<file path="config.mk">
export PLATFORM = sky130hd
export DESIGN_NAME = ebus_xfer_ctl
export DESIGN_NICKNAME = d
export VERILOG_FILES = /design/src/rtl/ebus_pkg.sv /design/src/rtl/ebus_xfer_timer.sv /design/src/rtl/ebus_xfer_ctl.sv
export SDC_FILE = /design/constraint.sdc
export NUM_CORES = 1
export LEC_CHECK = 0
export CELL_PAD_IN_SITES_DETAIL_PLACEMENT = 1
export CELL_PAD_IN_SITES_GLOBAL_PLACEMENT = 2
export CORE_AREA = 8 8 111 113
export CTS_CLUSTER_SIZE = 40
export DETAILED_ROUTE_END_ITERATION = 8
export DIE_AREA = 0 0 119 121
export GPL_TIMING_DRIVEN = 0
export PLACE_DENSITY_LB_ADDON = 0.2
export SYNTH_ARGS = -nofsm -noshare
export SYNTH_HDL_FRONTEND = slang
export SYNTH_HIERARCHICAL = 1
export SYNTH_SLANG_ARGS = --single-unit
</file>
<file path="constraint.sdc">
create_clock -name eboxClk -period 2.9 [get_ports eboxClk]
set_input_delay 0.58 -clock eboxClk [delete_from_list [all_inputs] [get_ports eboxClk]]
set_output_delay 0.58 -clock eboxClk [all_outputs]
set_load 0.01 [all_outputs]
</file>
<file path="src/rtl/ebus_pkg.sv">
// Shared EBUS definitions for the EBOX transfer sequencer.
// State encoding, function codes and bus field widths.
package ebus_pkg;

  localparam int CS_W = 7;
  localparam int F_W  = 3;
  localparam int D_W  = 36;

  typedef enum logic [1:0] {
    IDLE,
    SETUP,
    DEMAND,
    RELEASE
  } ebus_state_e;

  localparam logic [0:F_W-1] CONO  = 3'o0;
  localparam logic [0:F_W-1] CONI  = 3'o1;
  localparam logic [0:F_W-1] DATAO = 3'o2;
  localparam logic [0:F_W-1] DATAI = 3'o3;

endpackage

</file>
<file path="src/rtl/ebus_xfer_timer.sv">
// Loadable down-counter with zero flag.
// Shared by the setup hold and the demand timeout phases.
module ebus_xfer_timer #(
  parameter int CNT_W = 8
) (
  input  logic             clk,
  input  logic             rst,
  input  logic             load,
  input  logic [CNT_W-1:0] load_val,
  input  logic             dec,
  output logic             zero
);

  logic [CNT_W-1:0] cnt_q;

  always_ff @(posedge clk or posedge rst) begin
    if (rst) begin
      cnt_q <= '0;
    end else if (load) begin
      cnt_q <= load_val;
    end else if (dec && cnt_q != '0) begin
      cnt_q <= cnt_q - 1'b1;
    end
  end

  assign zero = (cnt_q == '0);

endmodule

</file>
<file path="src/rtl/ebus_xfer_ctl.sv">
// EBOX-side EBUS transfer sequencer (DATAO/CONO, DATAI/CONI).
// CS/F/demand handshake with no-response timeout.
module ebus_xfer_ctl
  import ebus_pkg::*;
#(
  parameter int TIMEOUT_CYCLES = 64,
  parameter int SETUP_CYCLES   = 2,
  parameter int CNT_W          = 8
) (
  input  logic            eboxClk,
  input  logic            eboxReset,
  input  logic            start,
  input  logic            isWrite,
  input  logic [0:CS_W-1] devCS,
  input  logic [0:F_W-1]  func,
  input  logic            ebusXfer,
  input  logic [0:D_W-1]  ebusDataIn,
  output logic [0:CS_W-1] ebusCS,
  output logic [0:F_W-1]  ebusF,
  output logic            ebusDemand,
  output logic            CTL_adToEBUS_L,
  output logic            CTL_adToEBUS_R,
  output logic [0:D_W-1]  EBUS,
  output logic            busy,
  output logic            done,
  output logic            timeout
);

  ebus_state_e state_q, state_d;

  logic            wr_q, wr_d;
  logic [0:CS_W-1] cs_q, cs_d;
  logic [0:F_W-1]  f_q, f_d;
  logic            dem_q, dem_d;
  logic            drv_q, drv_d;
  logic [0:D_W-1]  data_q, data_d;
  logic            busy_q, busy_d;
  logic            done_q, done_d;
  logic            to_q, to_d;

  logic             t_load, t_dec, t_zero;
  logic [CNT_W-1:0] t_val;

  ebus_xfer_timer #(.CNT_W(CNT_W)) u_timer (
    .clk      (eboxClk),
    .rst      (eboxReset),
    .load     (t_load),
    .load_val (t_val),
    .dec      (t_dec),
    .zero     (t_zero)
  );

  always_ff @(posedge eboxClk or posedge eboxReset) begin
    if (eboxReset) begin
      state_q <= IDLE;
      wr_q    <= 1'b0;
      cs_q    <= '0;
      f_q     <= '0;
      dem_q   <= 1'b0;
      drv_q   <= 1'b0;
      data_q  <= '0;
      busy_q  <= 1'b0;
      done_q  <= 1'b0;
      to_q    <= 1'b0;
    end else begin
      state_q <= state_d;
      wr_q    <= wr_d;
      cs_q    <= cs_d;
      f_q     <= f_d;
      dem_q   <= dem_d;
      drv_q   <= drv_d;
      data_q  <= data_d;
      busy_q  <= busy_d;
      done_q  <= done_d;
      to_q    <= to_d;
    end
  end

  always_comb begin
    state_d = state_q;
    wr_d    = wr_q;
    cs_d    = cs_q;
    f_d     = f_q;
    data_d  = data_q;
    done_d  = 1'b0;
    to_d    = to_q;
    t_load  = 1'b0;
    t_dec   = 1'b0;
    t_val   = '0;

    unique case (state_q)
      IDLE: begin
        if (start) begin
          wr_d    = isWrite;
          cs_d    = devCS;
          f_d     = func;
          to_d    = 1'b0;
          t_load  = 1'b1;
          t_val   = CNT_W'(SETUP_CYCLES - 1);
          state_d = SETUP;
        end
      end
      SETUP: begin
        if (t_zero) begin
          t_load  = 1'b1;
          t_val   = CNT_W'(TIMEOUT_CYCLES - 1);
          state_d = DEMAND;
        end else begin
          t_dec = 1'b1;
        end
      end
      DEMAND: begin
        // An acknowledge on the last timeout cycle still counts as success.
        if (ebusXfer) begin
          if (!wr_q) data_d = ebusDataIn;
          state_d = RELEASE;
        end else if (t_zero) begin
          to_d    = 1'b1;
          state_d = RELEASE;
        end else begin
          t_dec = 1'b1;
        end
      end
      RELEASE: begin
        if (!ebusXfer) begin
          done_d  = !to_q;
          state_d = IDLE;
        end
      end
      default: state_d = IDLE;
    endcase

    if (state_d == IDLE) begin
      cs_d = '0;
      f_d  = '0;
    end
    busy_d = (state_d != IDLE);
    dem_d  = (state_d == DEMAND);
    drv_d  = busy_d && wr_d;
  end

  assign ebusCS         = cs_q;
  assign ebusF          = f_q;
  assign ebusDemand     = dem_q;
  assign CTL_adToEBUS_L = drv_q;
  assign CTL_adToEBUS_R = drv_q;
  assign EBUS           = data_q;
  assign busy           = busy_q;
  assign done           = done_q;
  assign timeout        = to_q;

endmodule

</file>
==> results.cfg, run 1 <==
[run_status]
outcome = finished clean

[hold_path]
hold_depth = 1
holdPathEnd = EBUS[15]
hp-start = EBUS[15]
min_path_type = reg2reg

[yosys]
average_size_of_a_mapped_cell_sq_um = 12.7
synth_cell_types = 42
synth_top_area_cell = dfrtp_1
synth_top_cells_by_count = dfrtp_1 (62), nand2_1 (34), mux2_4 (30)
yosysSeqAreaShare = 0.541
synth.top_cells.by_area = dfrtp_1 (54%), mux2_4 (16%), nand2_1 (4.4%)
synth_seq_cells = 62
post-synth-top-count-cell = dfrtp_1
synth_area_sq_mm = 0.00287
yosys.area.top_type_share = 0.541
dominantRegCellSynth = dfrtp_1
synth_edf_count = 0
async_reset_ff_frac = 1.00
yosys_warnings = 6
synthesis.instances = 226

[floorplan]
io-pin-count = 103
rows = 38
floorplan.die.height_microns = 121
die_x_microns = 119
die-area_sq_mm = 0.0144
fp.coreArea_sq_mm = 0.0106
floorplan.initialDensity = 0.271

[route]
routed_wire_length_per_instance_microns = 16.5
detailed_routing_iteration_count_for_the_pre_antenna_repair_pass = 4
initialDrtViolationCount = 72
via_count = 2090
vias_per_cell = 4.30
ant_nets = 0
detail_route.wirelength_mm = 8.01
drc = 0

[clock_tree]
cts.htree.levels = 3
clkSinkCount = 62
cts_tree = built
tritoncts.num_buffers = 9
master_cell_of_the_clock_root_buffer = clkbuf_8
cts_setup_buffers = 0
cts.hold.buffers_added = 0
worst_setup_hold_path_clk_slew_ns = 0.07
max-clock-path-buffers = 2
clock_insertion_delay_worst_skew_ns = 0.34

[sta]
fin_tns_setup_ns = 0
final.period_utilization = 0.885
setup_viol = 0
hold_viol = 0
timing.slew.headroom = 0.488
tightestPinTransition_ns = 0.757
timing_max_transition_violations_final = 0
setup_repair_after_global_routing_missed_its_margin = no
layout_min_cycle_time_ns = 2.57
fmax_mhz = 390
clock_skew_ns = 0.0124

[cells_and_area]
layout.filler_cells = 1148
final-instance-count-excl-fill = 486
number_of_diodes_added_for_antenna_fixing = 0
post_route_cells_drive_above_1_share = 0.225
syn_to_final_growth_pct = 49.9
layout.nets = 398
finish.instance_area_sq_mm = 0.00430

[grt]
grt_pass1_vias = 2295
all_layer_global_routing_usage = 0.115
largest_net_degree_at_the_start_of_global_routing = 33
grt_pass1_wl_mm = 13.0
grt_remaining_overflow = 0
grt_antenna_before_repair = 0

[power_and_ir_drop]
worst_ir_drop_vdd_mv = 0.357
power_density_mw_per_mm2 = 1080
total_leakage_power_uw = 0.00189

[placed_design]
place_area_sq_mm = 0.00409
detailedPlacementHpwl_mm = 6.11
numPortBuffers = 102
dp.cells = 470
globalplace.congestion = 0.699

[worst_setup_path]
worst_setup_path_end_kind = flop
timing.setup.critical_path_class = reg2reg
rr_endpoint = u_timer/cnt_q[7]
critical_path_peak_fanout = 10
cp_slowest_cell = or4b_4
setup.reg_to_reg.worst_slack_ns = 0.33
cp.arrival_ns = 2.78
worstPathRequired_ns = 3.11
critical-path-max-stage-delay_ns = 0.51
rr_worst_depth = 8
rr_startpoint = u_timer/cnt_q[0]
worstPathCellList = inv_1 -> ha_1 -> or4b_4 -> nor2_2 -> and2_1 -> or2_2 -> clkbuf_2 -> o21ai_0
worst_setup_path_start_kind = flop

[run]
cap_viol_max_count = 0
## per-stage QoR
| stage | utilization | hold slack [ns] | setup WS, ns | total power, uW |
|---|---|---|---|---|
| after global placement | 0.384 | 0.473 | -0.282 | 3840 |
| after global routing | 0.406 | 0.519 | 0.126 | 4970 |
| final | 0.406 | 0.494 | 0.334 | 4640 |
| after floorplan | - | 0.396 | 0.594 | 2800 |
| after detailed placement | 0.386 | 0.481 | -0.0118 | 3890 |
| after CTS | 0.406 | 0.499 | 0.129 | 4730 |
## registers in the layout, indices dropped and copies added (netlist names)
register and count:
busy 1, state_q 2, timeout 1, done 1
ebusCS 7, EBUS 36, CTL_adToEBUS_L 1, wr_q 1
ebusDemand 1, ebusF 3, u_timer/cnt_q 8
## power by group
group,internal (uW),leakage (uW),switching (uW),total [uW]
clock network,425,0.0000951,375,800
registers,1270,0.000776,232,1500
logic,1310,0.00102,1030,2340
## cell usage in the layout, fill, tap and decap left out, types with 3 or more instances in the layout
cell / Yosys / final
a21oi_1: 6 / 6
a21oi_2: 9 / 9
buf_6: 4 / 4
clkbuf_8: 0 / 10
clkdlybuf4s50_1: 0 / 102
clkinvlp_4: 0 / 3
dfrtp_1: 62 / 62
ha_1: 6 / 6
inv_1: 8 / 7
inv_2: 2 / 3
mux2_1: 7 / 7
mux2_4: 30 / 30
nand2_1: 34 / 34
nand3_1: 3 / 3
nor2_1: 10 / 9
nor3b_1: 3 / 3
o21ai_0: 4 / 4
o21ai_1: 4 / 4
o21ai_2: 3 / 3
## area by class of cell
| class | count | area [sq um] | share of cell area |
|---|---|---|---|
| Clock buffer | 10 | 138 | 0.0320 |
| Inverter | 10 | 37.5 | 0.00873 |
| Tap cell | 140 | 175 | 0.0407 |
| Buffer | 9 | 73.8 | 0.0172 |
| Multi-Input combinational cell | 146 | 1210 | 0.282 |
| Sequential cell | 62 | 1550 | 0.361 |
| Timing Repair Buffer | 103 | 1040 | 0.242 |
| Clock inverter | 6 | 70.1 | 0.0163 |
## routing by layer
metal | vias to the layer above | wire, microns | global-route usage
li1 | 993 | - | -
met1 | 1020 | 4120 | 0.159
met2 | 71 | 3410 | 0.164
met3 | 6 | 411 | 0.0391
met4 | 0 | 79 | 0.0379
met5 | - | 0 | 0
## timing repair
item | CTS | global route
hold endpoints to repair | 0 | 0
resized for setup | 1 | 2
endpoints found under the setup margin | 1 | 5
## worst max-delay path, delay by kind of cell, from the launching register on
family | cells | cell delay, ns
fa+ha+maj | 1 | 0.18
flops | 1 | 0.38
simple gates | 4 | 1.40
buf+inv | 2 | 0.37
compound gates | 1 | 0.12
## worst max-delay path by stage
| stage | startpoint | endpoint | cells past startpoint |
|---|---|---|---|
| floorplan | u_timer/cnt_q[0] | u_timer/cnt_q[5] | 8 |
| global placement | eboxReset | ebusCS[3] | 2 |
| detailed placement | u_timer/cnt_q[0] | u_timer/cnt_q[7] | 8 |
| CTS | u_timer/cnt_q[0] | u_timer/cnt_q[7] | 8 |
| global route | u_timer/cnt_q[0] | u_timer/cnt_q[1] | 9 |
| finish | u_timer/cnt_q[0] | u_timer/cnt_q[7] | 8 |
## kinds of logic after synthesis
| kind of cell | count (synthesis) | synth area share |
|---|---|---|
| simple gates | 63 | 0.107 |
| flops | 62 | 0.541 |
| mux | 38 | 0.188 |
| compound gates | 33 | 0.0863 |
| buf+inv | 19 | 0.0384 |
| fa+ha+maj | 6 | 0.0262 |
| xor+xnor | 4 | 0.0122 |
| other cells | 1 | 0.00131 |
Note: power is estimated with default switching activity, not from simulation.
==> run 2: changes to the inputs <==
--- a/config.mk
+++ b/config.mk
@@ -8,7 +8,6 @@
 export CELL_PAD_IN_SITES_DETAIL_PLACEMENT = 1
 export CELL_PAD_IN_SITES_GLOBAL_PLACEMENT = 2
 export CORE_AREA = 8 8 111 113
-export CTS_CLUSTER_SIZE = 40
 export DETAILED_ROUTE_END_ITERATION = 8
 export DIE_AREA = 0 0 119 121
 export GPL_TIMING_DRIVEN = 0
==> results of run 2 <==
Final layout, timing and power as in run 1 (identical DEF).
